[src/rtl/gray_count_sequencer.sv]
// gray_count_sequencer: command-driven up/down counter sequencer with a registered Gray-code copy of the count.
module gray_count_sequencer #(
  parameter int MOD_VALUE = 8,
  localparam int W = $clog2(MOD_VALUE)
) (
  input  logic         clk,
  input  logic         rst,
  input  logic         cmd_valid,
  output logic         cmd_ready,
  input  logic         cmd_dir,
  input  logic [W-1:0] cmd_steps,
  input  logic         pause,
  input  logic         abort,
  output logic [W-1:0] count_binary,
  output logic [W-1:0] gray_count_out,
  output logic         busy,
  output logic         done,
  output logic         wrap
);
  typedef enum logic [1:0] {IDLE, RUN, DONE} state_t;
  state_t state_q, state_d;
  logic [W-1:0] cnt_q, cnt_d, gray_q, gray_d, rem_q, rem_d;
  logic dir_q, dir_d, wrap_q, wrap_d, step;
  always_comb begin
    state_d = state_q;
    rem_d = rem_q;
    dir_d = dir_q;
    step = 1'b0;
    if (state_q == IDLE) begin
      if (cmd_valid) begin
        dir_d = cmd_dir;
        rem_d = cmd_steps;
        state_d = cmd_steps != '0 ? RUN : DONE;
      end
    end else if (state_q == RUN) begin
      if (abort) begin
        state_d = IDLE;
        rem_d = '0;
      end else if (!pause) begin
        step = 1'b1;
        rem_d = rem_q - 1'b1;
        state_d = rem_q == W'(1) ? DONE : RUN;
      end
    end else begin
      state_d = IDLE;
    end
    cnt_d = step ? (dir_q ? cnt_q + 1'b1 : cnt_q - 1'b1) : cnt_q;
    wrap_d = step & (dir_q ? &cnt_q : ~|cnt_q);
    // Gray is derived from the next count so both registers update on the same edge.
    gray_d = cnt_d ^ (cnt_d >> 1);
  end
  always_ff @(posedge clk or posedge rst) begin
    if (rst) begin
      state_q <= IDLE;
      cnt_q <= '0;
      gray_q <= '0;
      rem_q <= '0;
      dir_q <= 1'b0;
      wrap_q <= 1'b0;
    end else begin
      state_q <= state_d;
      cnt_q <= cnt_d;
      gray_q <= gray_d;
      rem_q <= rem_d;
      dir_q <= dir_d;
      wrap_q <= wrap_d;
    end
  end
  assign cmd_ready = state_q == IDLE;
  assign busy = state_q != IDLE;
  assign done = state_q == DONE;
  assign wrap = wrap_q;
  assign count_binary = cnt_q;
  assign gray_count_out = gray_q;
endmodule

[config.mk]
export PLATFORM = sky130hd
export DESIGN_NAME = gray_count_sequencer
export DESIGN_NICKNAME = d
export VERILOG_FILES = /design/src/rtl/gray_count_sequencer.sv
export SDC_FILE = /design/constraint.sdc
export NUM_CORES = 1
export LEC_CHECK = 0
export ABC_AREA = 1
export CAP_MARGIN = 25
export CORE_AREA = 2 2 39 41
export CTS_CLUSTER_SIZE = 25
export DETAILED_ROUTE_END_ITERATION = 10
export DIE_AREA = 0 0 41 43
export DONT_BUFFER_PORTS = 1
export PLACE_DENSITY = 0.73
export SYNTH_ARGS = -nofsm -noshare
export SYNTH_HDL_FRONTEND = slang
export SYNTH_SLANG_ARGS = --single-unit
[constraint.sdc]
create_clock -name clk -period 3.1 [get_ports clk]
set_input_delay 0.775 -clock clk [delete_from_list [all_inputs] [get_ports clk]]
set_output_delay 0.775 -clock clk [all_outputs]
set_load 0.01 [all_outputs]
==> flow_summary.rst, run 1 <==
.. list-table::
   :header-rows: 1

   * - Metric
     - Value
   * - Final core area utilization
     - around three fifths
   * - Peak Freq
     - between 500 and 600 MHz
   * - Kind of capture point of the worst setup path
     - primary output
   * - Maximum root-to-sink buffer count
     - 2
   * - Register-to-register setup slack
     - roughly 1.6 ns
   * - Placed wire-length estimate
     - 1140 µm
   * - Crit path time final
     - 1.86 ns
   * - Routed length per placed instance
     - around 12 µm
   * - Clock-pin transition on the worst setup and hold timing paths
     - 0.08 ns
   * - Cell Pwr Density
     - approximately 1000 mW/mm²
   * - Number of H-tree levels
     - 1
   * - Average footprint of a synthesized cell
     - ~7.4 µm²
   * - Measured slew at the worst slew-check pin
     - 0.445 ns
   * - Area added between synthesis and finish
     - 6.43%
   * - Worst-case reg-to-reg path depth
     - 5
   * - Portion of synthesized cell area occupied by the leading cell type
     - between 30% and 40%
   * - DRT iter0 DRCs
     - 17
   * - Vias in the first global route
     - between 600 and 700
   * - WP data required
     - 2.32 ns
   * - Num rows
     - 14
   * - Sequential-to-total area share from yosys stat
     - 39.5%
   * - Cells along the critical path
     - nor2_4 -> inv_4
   * - Total congestion overflow
     - 0
   * - Part of the cycle the worst path needs
     - between 60% and 70%
   * - Maximum number of pins on one net before global-route repair
     - 13
   * - Type of the most critical hold path
     - input port to async pin
   * - Cell type contributing the most total cell area after synthesis
     - sky130_fd_sc_hd__dfrtp_1
   * - Top_reg_cell synth
     - sky130_fd_sc_hd__dfrtp_1
   * - Leading cell types by total area after synthesis
     - sky130_fd_sc_hd__dfrtp_1 (40%), sky130_fd_sc_hd__nand2_1 (18%), sky130_fd_sc_hd__inv_1 (5.9%)
   * - Initial standard-cell utilization of the core
     - between 50% and 60%
   * - Type of the worst setup path
     - flip-flop to primary output
   * - Arr. time, crit path
     - 1.09 ns
   * - Antenna fix cells
     - 0
   * - Max-capacitance violation count
     - 0
   * - Count of cells resized by post-cts repair
     - 0
   * - CTS tree
     - built
   * - Outcome
     - finished clean
   * - Chip height
     - 43 µm
   * - Startpoint of the most critical register-to-register path
     - count_binary[0]
   * - Net count reported at finish
     - 118
   * - Slowest stage delay, CP
     - 0.47 ns
   * - Highest fanout seen on the critical path
     - 7
   * - Placeable core region
     - around 0.0014 mm²
   * - Die extent in x
     - about 40 µm
   * - Max-slew headroom
     - a little over two thirds
   * - Antenna violations before repair
     - 0
   * - IO Port Bufs
     - 0
   * - EDFF count, synth
     - 0
   * - Number of distinct library cells after synthesis
     - 25
   * - Clock Sink Count
     - 12
   * - Warnings from Yosys
     - 0
   * - Vias
     - 636
   * - Vias per Instance
     - between 5 and 6
   * - Total global-route track usage
     - 21.1%
   * - Residual antenna-violating net count after detailed routing
     - 0
   * - Number of buffers inserted to repair setup after CTS
     - 0
   * - Most frequent cell after synthesis
     - sky130_fd_sc_hd__nand2_1
   * - Total leakage power
     - between 0.4 and 0.5 nW
   * - Number of primary I/O pins
     - 19
   * - Post-synthesis cell count
     - about 100
   * - Clock buffer count from CTS
     - 3
   * - Top cells by instance count after synthesis
     - sky130_fd_sc_hd__nand2_1 (37), sky130_fd_sc_hd__dfrtp_1 (12), sky130_fd_sc_hd__inv_1 (12), sky130_fd_sc_hd__nand3_1 (8), sky130_fd_sc_hd__nor2_1 (8)
   * - Register Area
     - ~300 µm²
   * - Fillers
     - roughly 130
   * - Detailed Routing Iterations Pass 1
     - 3
   * - Critical-path cell with the highest stage delay
     - sky130_fd_sc_hd__dfrtp_1
   * - Share of flip-flops with an asynchronous set or reset after synthesis
     - 100%
   * - Wire length reported by the detailed router
     - 1400 µm
   * - RSZ-0062 raised after global routing
     - false
   * - DRC viols
     - 0
   * - Full die area
     - roughly 0.0018 mm²
   * - Synthesized net count
     - roughly 110
   * - Flip-flop and latch count after synthesis
     - 12
   * - Later-pin clock latency in the skew report
     - between 0.2 and 0.3 ns
   * - Startpoint type of the worst setup path
     - flip-flop
   * - Number of hold buffers added after cts
     - 0
   * - Area taken by multi-input logic gates
     - just under 400 µm²
   * - Root buffer selected by CTS
     - sky130_fd_sc_hd__clkbuf_4
   * - Final hold violation count
     - 0
   * - Endpoint of the most critical register-to-register path
     - gray_count_out[1]
   * - Layout cell share with drive strength beyond 1
     - between 10% and 20%
   * - Setup-failing EPs final
     - 0
   * - Worst clock skew
     - about 0.0027 ns
   * - Cell area after synthesis
     - between 700 and 800 µm²
   * - Global-route wire length before repair
     - about 2500 µm
   * - Peak ir drop on the vdd network
     - 464 µV
   * - Setup tns final
     - 0 ns
   * - Max-slew violation count
     - 0
   * - Gpl congestion
     - 0.769
[layer usage]
metal / routed length (µm) / global-route usage, % / up-vias / part of all wire, %
met2: 654 / 28.4 / 11 / 47
li1: - / - / 326 / -
met4: 17 / 10.0 / 0 / 1.2
met1: 670 / 30.0 / 297 / 48
met3: 54 / 6.81 / 2 / 3.9
met5: 0 / 0 / - / 0
[report_power, final]
group | switching [mW] | internal, mW | leakage (nW) | total (mW)
registers | 0.0965 | 0.224 | 0.149 | 0.320
clock network | 0.0526 | 0.0713 | 0.0210 | 0.124
logic | 0.242 | 0.160 | 0.273 | 0.402
[critical path: cells and delay by family, from the launching register on]
kind	cells	cell delay (ns)
AND/OR/NAND/NOR	1	0.27
buffers and inverters	1	0.08
flip-flops	1	0.47
[worst max path at each step]
| stage | from | end | slack [ns] |
|---|---|---|---|
| floorplan | state_q[0] | busy | 1.60 |
| global placement | state_q[0] | busy | 1.57 |
| detailed placement | state_q[0] | busy | 1.53 |
| CTS | state_q[0] | busy | 1.23 |
| global route | state_q[1] | done | 1.20 |
| finish | state_q[0] | busy | 1.24 |
[sequential cells by signal (all words and copies together), names as in the netlist]
register and cells:
dir_q 1, wrap 1, rem_q 3, count_binary 3, gray_count_out 2, state_q 2
[logic make-up (layout without fill, tap and decap cells)]
logic type / after synthesis / in the layout / synth area share, %
adder cells (fa/ha/maj): 3 / 3 / 5.93
AO/OA/AOI/OAI: 9 / 9 / 7.08
XOR/XNOR: 3 / 3 / 4.45
flip-flops: 12 / 12 / 39.5
AND/OR/NAND/NOR: 60 / 60 / 34.8
buffers and inverters: 15 / 18 / 8.24
[per-stage QoR]
stage / area (µm²) / power (mW) / hold slack (ns) / setup WS (ns) / instances
after detailed placement: 772 / 0.729 / 0.484 / 1.53 / 117
final: 808 / 0.846 / 0.386 / 1.24 / 121
after global placement: 772 / 0.710 / 0.462 / 1.57 / 117
after floorplan: 759 / 0.659 / 0.442 / 1.60 / 102
after CTS: 808 / 0.853 / 0.395 / 1.23 / 121
after global routing: 808 / 0.941 / 0.430 / 1.20 / 121
[layout make-up]
class                           instances  area share (%)
Tap cell                               16            2.48
Sequential cell                        12            37.2
Clock buffer                            4            4.49
Multi-Input combinational cell         75            49.1
Inverter                               14            6.81
[placed cells by master, fill, tap and decap left out]
master,count
sky130_fd_sc_hd__a21oi_1,1
sky130_fd_sc_hd__a22oi_1,1
sky130_fd_sc_hd__clkbuf_4,3
sky130_fd_sc_hd__clkbuf_8,1
sky130_fd_sc_hd__dfrtp_1,12
sky130_fd_sc_hd__fa_1,1
sky130_fd_sc_hd__ha_1,2
sky130_fd_sc_hd__inv_1,12
sky130_fd_sc_hd__inv_2,1
sky130_fd_sc_hd__inv_4,1
sky130_fd_sc_hd__nand2_1,37
sky130_fd_sc_hd__nand2_2,1
sky130_fd_sc_hd__nand3_1,8
sky130_fd_sc_hd__nand3_2,1
sky130_fd_sc_hd__nor2_1,8
sky130_fd_sc_hd__nor2_2,1
sky130_fd_sc_hd__nor2_4,1
sky130_fd_sc_hd__nor3_1,1
sky130_fd_sc_hd__nor3b_1,1
sky130_fd_sc_hd__o211a_1,1
sky130_fd_sc_hd__o21ai_0,5
sky130_fd_sc_hd__o22ai_1,1
sky130_fd_sc_hd__or2_4,1
sky130_fd_sc_hd__xnor2_1,1
sky130_fd_sc_hd__xnor2_2,1
sky130_fd_sc_hd__xor2_1,1
No activity file was read; power rests on OpenSTA's default activity.
==> run 2, diff against run 1 <==
- clock period: 3.1 -> 1.9 ns (I/O delays scaled with it)
==> run 2 against run 1 <==
Clock skew down 0.0013 ns. Non-clock buffer count is the same. Sequential share of layout area unchanged. Combinational power rose by 65%. Hold slack worse by 0.30 ns. Register-to-register slack worse by 1.2 ns. Worst setup slack lost 0.91 ns. Die area unchanged. Via count is 1.4% lower. Utilization unchanged. Critical path depth unchanged. Critical endpoint unchanged. Largest cell class unchanged.
==> flow_summary.rst, run 2 (same netlist as run 1, synthesis figures left out) <==
.. list-table::
   :header-rows: 1

   * - Metric
     - Value
   * - Routed length per placed instance
     - 11.6 µm (+0.21%)
   * - Power after layout
     - 1.38 mW (+63%)
   * - Max-capacitance violation count
     - 0 (unchanged)
   * - Residual antenna-violating net count after detailed routing
     - 0 (unchanged)
   * - Antenna fix cells
     - 0 (unchanged)
   * - Placeable core region
     - 0.00138 mm² (unchanged)
   * - Maximum number of pins on one net before global-route repair
     - 13 (unchanged)
   * - Highest fanout seen on the critical path
     - 7 (unchanged)
   * - Total global-route track usage
     - 19.3% (-1.8 points)
   * - Part of the cycle the worst path needs
     - between 80% and 90%
   * - Area added between synthesis and finish
     - 6.43% (unchanged)
   * - Startpoint type of the worst setup path
     - flip-flop
   * - Setup tns final
     - 0 ns (unchanged)
   * - Cells along the critical path
     - nor2_4 -> inv_4
   * - Crit path time final
     - between 1.5 and 2 ns
   * - Kind of capture point of the worst setup path
     - primary output
   * - Internal cell power
     - 0.742 mW (+63%)
   * - Peak ir drop on the vdd network
     - 1020 µV (+120%)
   * - Number of buffers inserted to repair setup after CTS
     - 0 (unchanged)
   * - Root buffer selected by CTS
     - sky130_fd_sc_hd__clkbuf_4
   * - Peak Freq
     - 633 MHz
   * - Clock-pin transition on the worst setup and hold timing paths
     - 0.07 ns (about the same)
   * - Max-slew headroom
     - 70.3% (about the same)
   * - Sequential share of power
     - 37.6% (-0.2 points)
   * - Setup-failing EPs final
     - 0 (unchanged)
   * - Measured slew at the worst slew-check pin
     - 0.445 ns (+0.000764 ns)
   * - Number of hold buffers added after cts
     - 0 (unchanged)
   * - Cell area after layout
     - 808 µm² (unchanged)
   * - Clock buffer count from CTS
     - 3 (unchanged)
   * - Antenna violations before repair
     - 0 (unchanged)
   * - Worst clock skew
     - 0.00139 ns (-0.00129 ns)
   * - Gpl congestion
     - 0.760 (-1.1%)
   * - Final core area utilization
     - 58.4% (unchanged)
   * - Fin cells
     - 121 (unchanged)
   * - Fillers
     - 137 (+2.2%)
   * - Outcome
     - finished clean
   * - Relative contribution of the clock network to total power
     - 14.3% (-0.4 points)
   * - Num rows
     - 14 (unchanged)
   * - Area after DPL
     - 772 µm² (unchanged)
   * - WP data required
     - 1.42 ns (-0.90 ns)
   * - Sw frac
     - 46.3% (about the same)
   * - Total leakage power
     - 0.443 nW (unchanged)
   * - Slowest stage delay, CP
     - 0.47 ns (about the same)
   * - DRT iter0 DRCs
     - 14 (-3)
   * - Vias per Instance
     - 5.18 (-1.4%)
   * - Total congestion overflow
     - 0 (unchanged)
   * - Maximum root-to-sink buffer count
     - 2 (unchanged)
   * - Count of cells resized by post-cts repair
     - 0 (unchanged)
   * - Type of the most critical hold path
     - input port to async pin
   * - Type of the worst setup path
     - flip-flop to primary output
   * - Global-route wire length before repair
     - 2250 µm (-9.7%)
   * - Critical-path cell with the highest stage delay
     - sky130_fd_sc_hd__dfrtp_1
   * - Number of primary I/O pins
     - 19 (unchanged)
   * - Full die area
     - 0.00176 mm² (unchanged)
   * - Most frequent standard cell in the layout excluding fill and tap cells
     - sky130_fd_sc_hd__nand2_1
   * - CTS tree
     - built
   * - Most frequent cells in the layout
     - sky130_fd_sc_hd__nand2_1 (37), sky130_fd_sc_hd__inv_1 (12), sky130_fd_sc_hd__dfrtp_1 (12)
   * - Layout cell share with drive strength beyond 1
     - 11.4% (unchanged)
   * - Clock Sink Count
     - 12 (unchanged)
   * - Vias
     - 627 (-1.4%)
   * - Vias in the first global route
     - 575 (-4.5%)
   * - Final hold violation count
     - 0 (unchanged)
   * - Wire length reported by the detailed router
     - 1400 µm (+0.21%)
   * - Number of H-tree levels
     - 1 (unchanged)
   * - Placed wire-length estimate
     - 1140 µm (-0.16%)
   * - Die extent in x
     - 41 µm (unchanged)
   * - Worst-case reg-to-reg path depth
     - 5 (unchanged)
   * - Detailed Routing Iterations Pass 1
     - 4 (+1)
   * - Initial standard-cell utilization of the core
     - 54.9% (unchanged)
   * - Later-pin clock latency in the skew report
     - 0.27 ns (about the same)
   * - Arr. time, crit path
     - 1.10 ns (about the same)
   * - Net count reported at finish
     - 118 (unchanged)
   * - Placed cells
     - 117 (unchanged)
   * - Cell Pwr Density
     - 1710 mW/mm² (+63%)
   * - Max-slew violation count
     - 0 (unchanged)
   * - Net load switching power
     - 0.639 mW (+63%)
   * - IO Port Bufs
     - 0 (unchanged)
   * - Portion of total power attributed to combinational logic
     - 48.1% (+0.6 points)
   * - DRC viols
     - 0 (unchanged)
   * - RSZ-0062 raised after global routing
     - false
   * - Chip height
     - 43 µm (unchanged)
-- run 2: metal layers --
layer  GRT usage (%)  up-vias  routed length [µm]  part of all wire [%]
li1                -      326                   -                     -
met1            24.1      289                 658                    47
met2            29.4       12                 669                    48
met3            9.42        0                  72                   5.1
met4            4.00        0                   0                     0
met5               0        -                   0                     0
-- run 2: per-stage QoR --
stage	hold slack (ns)	worst slack, ns
6_report	0.0874	0.320
5_1_grt	0.115	0.276
4_1_cts	0.0975	0.309
3_5_place_dp	0.392	0.398
3_3_place_gp	0.398	0.438
2_1_floorplan	0.340	0.478
-- run 2: worst max-delay path, delay by kind of cell (launching register included) --
family	cells	cell delay, ns
simple gates	1	0.28
flops	1	0.47
buf+inv	1	0.08
-- run 2: path summary, 6_finish.rpt --
| path | start | endpoint | slack [ns] |
|---|---|---|---|
| min | rst | count_binary[1] | 0.09 |
| max in group asynchronous | rst | rem_q[1] | 1.51 |
| min reg2reg | rem_q[1] | rem_q[1] | 0.49 |
| max | state_q[0] | busy | 0.32 |
| min in group clk | pause | state_q[0] | 0.36 |
| max reg2reg | count_binary[0] | gray_count_out[1] | 0.38 |
-- run 2: area by class of cell --
type / instances / area (µm²) / area share [%]
inverters: 14 / 55.1 / 6.81
well taps: 16 / 20.0 / 2.48
clock buffers: 4 / 36.3 / 4.49
flip-flops and latches: 12 / 300 / 37.2
multi-input cells: 75 / 397 / 49.1
-- run 2: power by group through the flow --
stage | Combinational [mW] | Clock [mW] | Sequential (mW)
floorplan | 0.578 | 0 | 0.497
finish | 0.664 | 0.198 | 0.519
global placement | 0.638 | 0 | 0.523
CTS | 0.667 | 0.203 | 0.524
detailed placement | 0.664 | 0 | 0.529
global route | 0.776 | 0.216 | 0.546
==> run 3, diff against run 2 <==
- clock period: 1.9 -> 1.64 ns (I/O delays scaled with it)
==> run 3 against run 2 <==
Via count up 4.6%. Power up 19%. Die area unchanged. Non-clock buffer count up 1. Hold slack worse by 0.076 ns. First-iteration DRC count up 120%. Critical endpoint unchanged.
==> flow_summary.rst, run 3 (same netlist as run 1, synthesis figures left out) <==
.. list-table::
   :header-rows: 1

   * - Metric
     - Value
   * - Peak Freq
     - 658 MHz
   * - Wire length reported by the detailed router
     - 1490 µm (+6.4%)
   * - Fillers
     - 135 (-1.5%)
   * - Routed length per placed instance
     - 12.2 µm (+5.6%)
   * - Residual antenna-violating net count after detailed routing
     - 0 (unchanged)
   * - Later-pin clock latency in the skew report
     - 0.28 ns (about the same)
   * - Total leakage power
     - 0.448 nW (+1.1%)
   * - Placed cells
     - 118 (+0.85%)
   * - Max-capacitance violation count
     - 0 (unchanged)
   * - Clock-pin transition on the worst setup and hold timing paths
     - 0.08 ns (about the same)
   * - Antenna violations before repair
     - 0 (unchanged)
   * - Final core area utilization
     - 59.0% (+0.54 points)
   * - Full die area
     - 0.00176 mm² (unchanged)
   * - Max-slew violation count
     - 0 (unchanged)
   * - Crit path time final
     - approximately 1.5 ns
   * - Type of the most critical hold path
     - input port to async pin
   * - Total congestion overflow
     - 0 (unchanged)
   * - IO Port Bufs
     - 0 (unchanged)
   * - Initial standard-cell utilization of the core
     - 54.9% (unchanged)
   * - Peak ir drop on the vdd network
     - 929 µV (-8.8%)
   * - Net count reported at finish
     - 119 (+0.85%)
   * - Num rows
     - 14 (unchanged)
   * - Cell Pwr Density
     - 2020 mW/mm² (+18%)
   * - Chip height
     - 43 µm (unchanged)
   * - DRC viols
     - 0 (unchanged)
   * - Root buffer selected by CTS
     - sky130_fd_sc_hd__clkbuf_4
   * - Startpoint of the most critical register-to-register path
     - count_binary[1]
   * - Arr. time, crit path
     - 1.11 ns (about the same)
   * - Vias per Instance
     - 5.38 (+3.8%)
   * - Number of hold buffers added after cts
     - 0 (unchanged)
   * - Area after DPL
     - 779 µm² (+0.97%)
   * - Endpoint of the most critical register-to-register path
     - gray_count_out[1]
   * - Total global-route track usage
     - 20.8% (+1.5 points)
   * - Cell area after layout
     - 816 µm² (+0.93%)
   * - Number of buffers inserted to repair setup after CTS
     - 0 (unchanged)
   * - Startpoint type of the worst setup path
     - flip-flop
   * - Clock buffer count from CTS
     - 3 (unchanged)
   * - Highest fanout seen on the critical path
     - 7 (unchanged)
   * - Placeable core region
     - 0.00138 mm² (unchanged)
   * - Detailed Routing Iterations Pass 1
     - 4 (unchanged)
   * - Most frequent cells in the layout
     - sky130_fd_sc_hd__nand2_1 (37), sky130_fd_sc_hd__inv_1 (12), sky130_fd_sc_hd__dfrtp_1 (12)
   * - Part of the cycle the worst path needs
     - just over 90%
   * - Net load switching power
     - 0.770 mW (+21%)
   * - Antenna fix cells
     - 0 (unchanged)
   * - CTS tree
     - built
   * - Maximum number of pins on one net before global-route repair
     - 13 (unchanged)
   * - Area added between synthesis and finish
     - 7.41%
   * - Portion of total power attributed to combinational logic
     - 50.2% (+2.1 points)
   * - Measured slew at the worst slew-check pin
     - 0.455 ns (+0.00928 ns)
   * - Worst hold slack
     - 0.0116 ns (-0.0758 ns)
   * - Slack of the critical path
     - 0.121 ns (-0.200 ns)
   * - Clock Sink Count
     - 12 (unchanged)
   * - Sequential share of power
     - 34.9% (-2.7 points)
   * - Worst-case reg-to-reg path depth
     - 5 (unchanged)
   * - Layout cell share with drive strength beyond 1
     - 12.3% (+0.84 points)
   * - Number of primary I/O pins
     - 19 (unchanged)
   * - Final hold violation count
     - 0 (unchanged)
   * - Most frequent standard cell in the layout excluding fill and tap cells
     - sky130_fd_sc_hd__nand2_1
   * - Placed wire-length estimate
     - 1190 µm (+4.4%)
   * - Vias in the first global route
     - 626 (+8.9%)
   * - Count of cells resized by post-cts repair
     - 0 (unchanged)
   * - Max-slew headroom
     - 69.7% (-0.62 points)
   * - Maximum root-to-sink buffer count
     - 2 (unchanged)
   * - Internal cell power
     - 0.878 mW (+18%)
   * - Setup tns final
     - 0 ns (unchanged)
   * - Worst clock skew
     - 0.00438 ns (+0.00299 ns)
   * - Sw frac
     - 46.7% (+0.46 points)
   * - Number of H-tree levels
     - 1 (unchanged)
   * - Power after layout
     - 1.65 mW (+19%)
   * - Register-to-register setup slack
     - 0.20 ns (-0.18 ns)
   * - Worst setup slack after placement
     - 0.234 ns (-0.164 ns)
   * - RSZ-0062 raised after global routing
     - false
   * - Relative contribution of the clock network to total power
     - 14.9% (+0.6 points)
   * - Kind of capture point of the worst setup path
     - primary output
   * - Fin cells
     - 122 (+0.83%)
   * - Vias
     - 656 (+4.6%)
   * - DRT iter0 DRCs
     - 31 (+17)
   * - Outcome
     - finished clean
   * - WP data required
     - 1.23 ns (-0.19 ns)
   * - Gpl congestion
     - 0.799 (+5.0%)
   * - Setup-failing EPs final
     - 0 (unchanged)
   * - Type of the worst setup path
     - flip-flop to primary output
   * - Die extent in x
     - 41 µm (unchanged)
   * - Global-route wire length before repair
     - 2450 µm (+8.9%)
[run 3: changes by cell type in the layout (fill, tap and decap cells not counted), sizes merged]
cell,change
buf,+1
[run 3: worst max-delay path, stage by stage (launching register included)]
cell and delay [ns]:
sky130_fd_sc_hd__dfrtp_1 0.47, sky130_fd_sc_hd__nor2_4 0.28, sky130_fd_sc_hd__inv_4 0.08
[run 3: final cells by class]
class	instances	area, µm²	area share (%)
inverters	14	55.1	6.75
multi-input cells	75	397	48.6
well taps	16	20.0	2.45
repair buffers	1	7.51	0.920
flip-flops and latches	12	300	36.8
clock buffers	4	36.3	4.45
[run 3: how the worst max path moves through the flow]
stage	start	endpoint	slack [ns]	depth (start not counted)
2_1_floorplan	count_binary[0]	gray_count_out[1]	0.22	6
3_3_place_gp	count_binary[1]	gray_count_out[1]	0.28	6
3_5_place_dp	count_binary[1]	gray_count_out[1]	0.23	5
4_1_cts	state_q[0]	busy	0.13	2
5_1_grt	state_q[0]	busy	0.08	2
6_report	state_q[0]	busy	0.12	2
[run 3: power groups by stage]
stage / logic, mW / registers, mW / clock network, mW
after floorplan: 0.670 / 0.576 / 0
after global placement: 0.793 / 0.577 / 0
after detailed placement: 0.822 / 0.586 / 0
after CTS: 0.829 / 0.579 / 0.243
after global routing: 0.958 / 0.595 / 0.259
final: 0.828 / 0.576 / 0.245
[run 3: metal layers]
layer	track usage, %	up-vias	part of all wire [%]
met2	31.9	22	47
li1	-	323	-
met4	8.00	0	1.5
met5	0	-	0
met3	5.24	4	6.0
met1	27.0	307	46
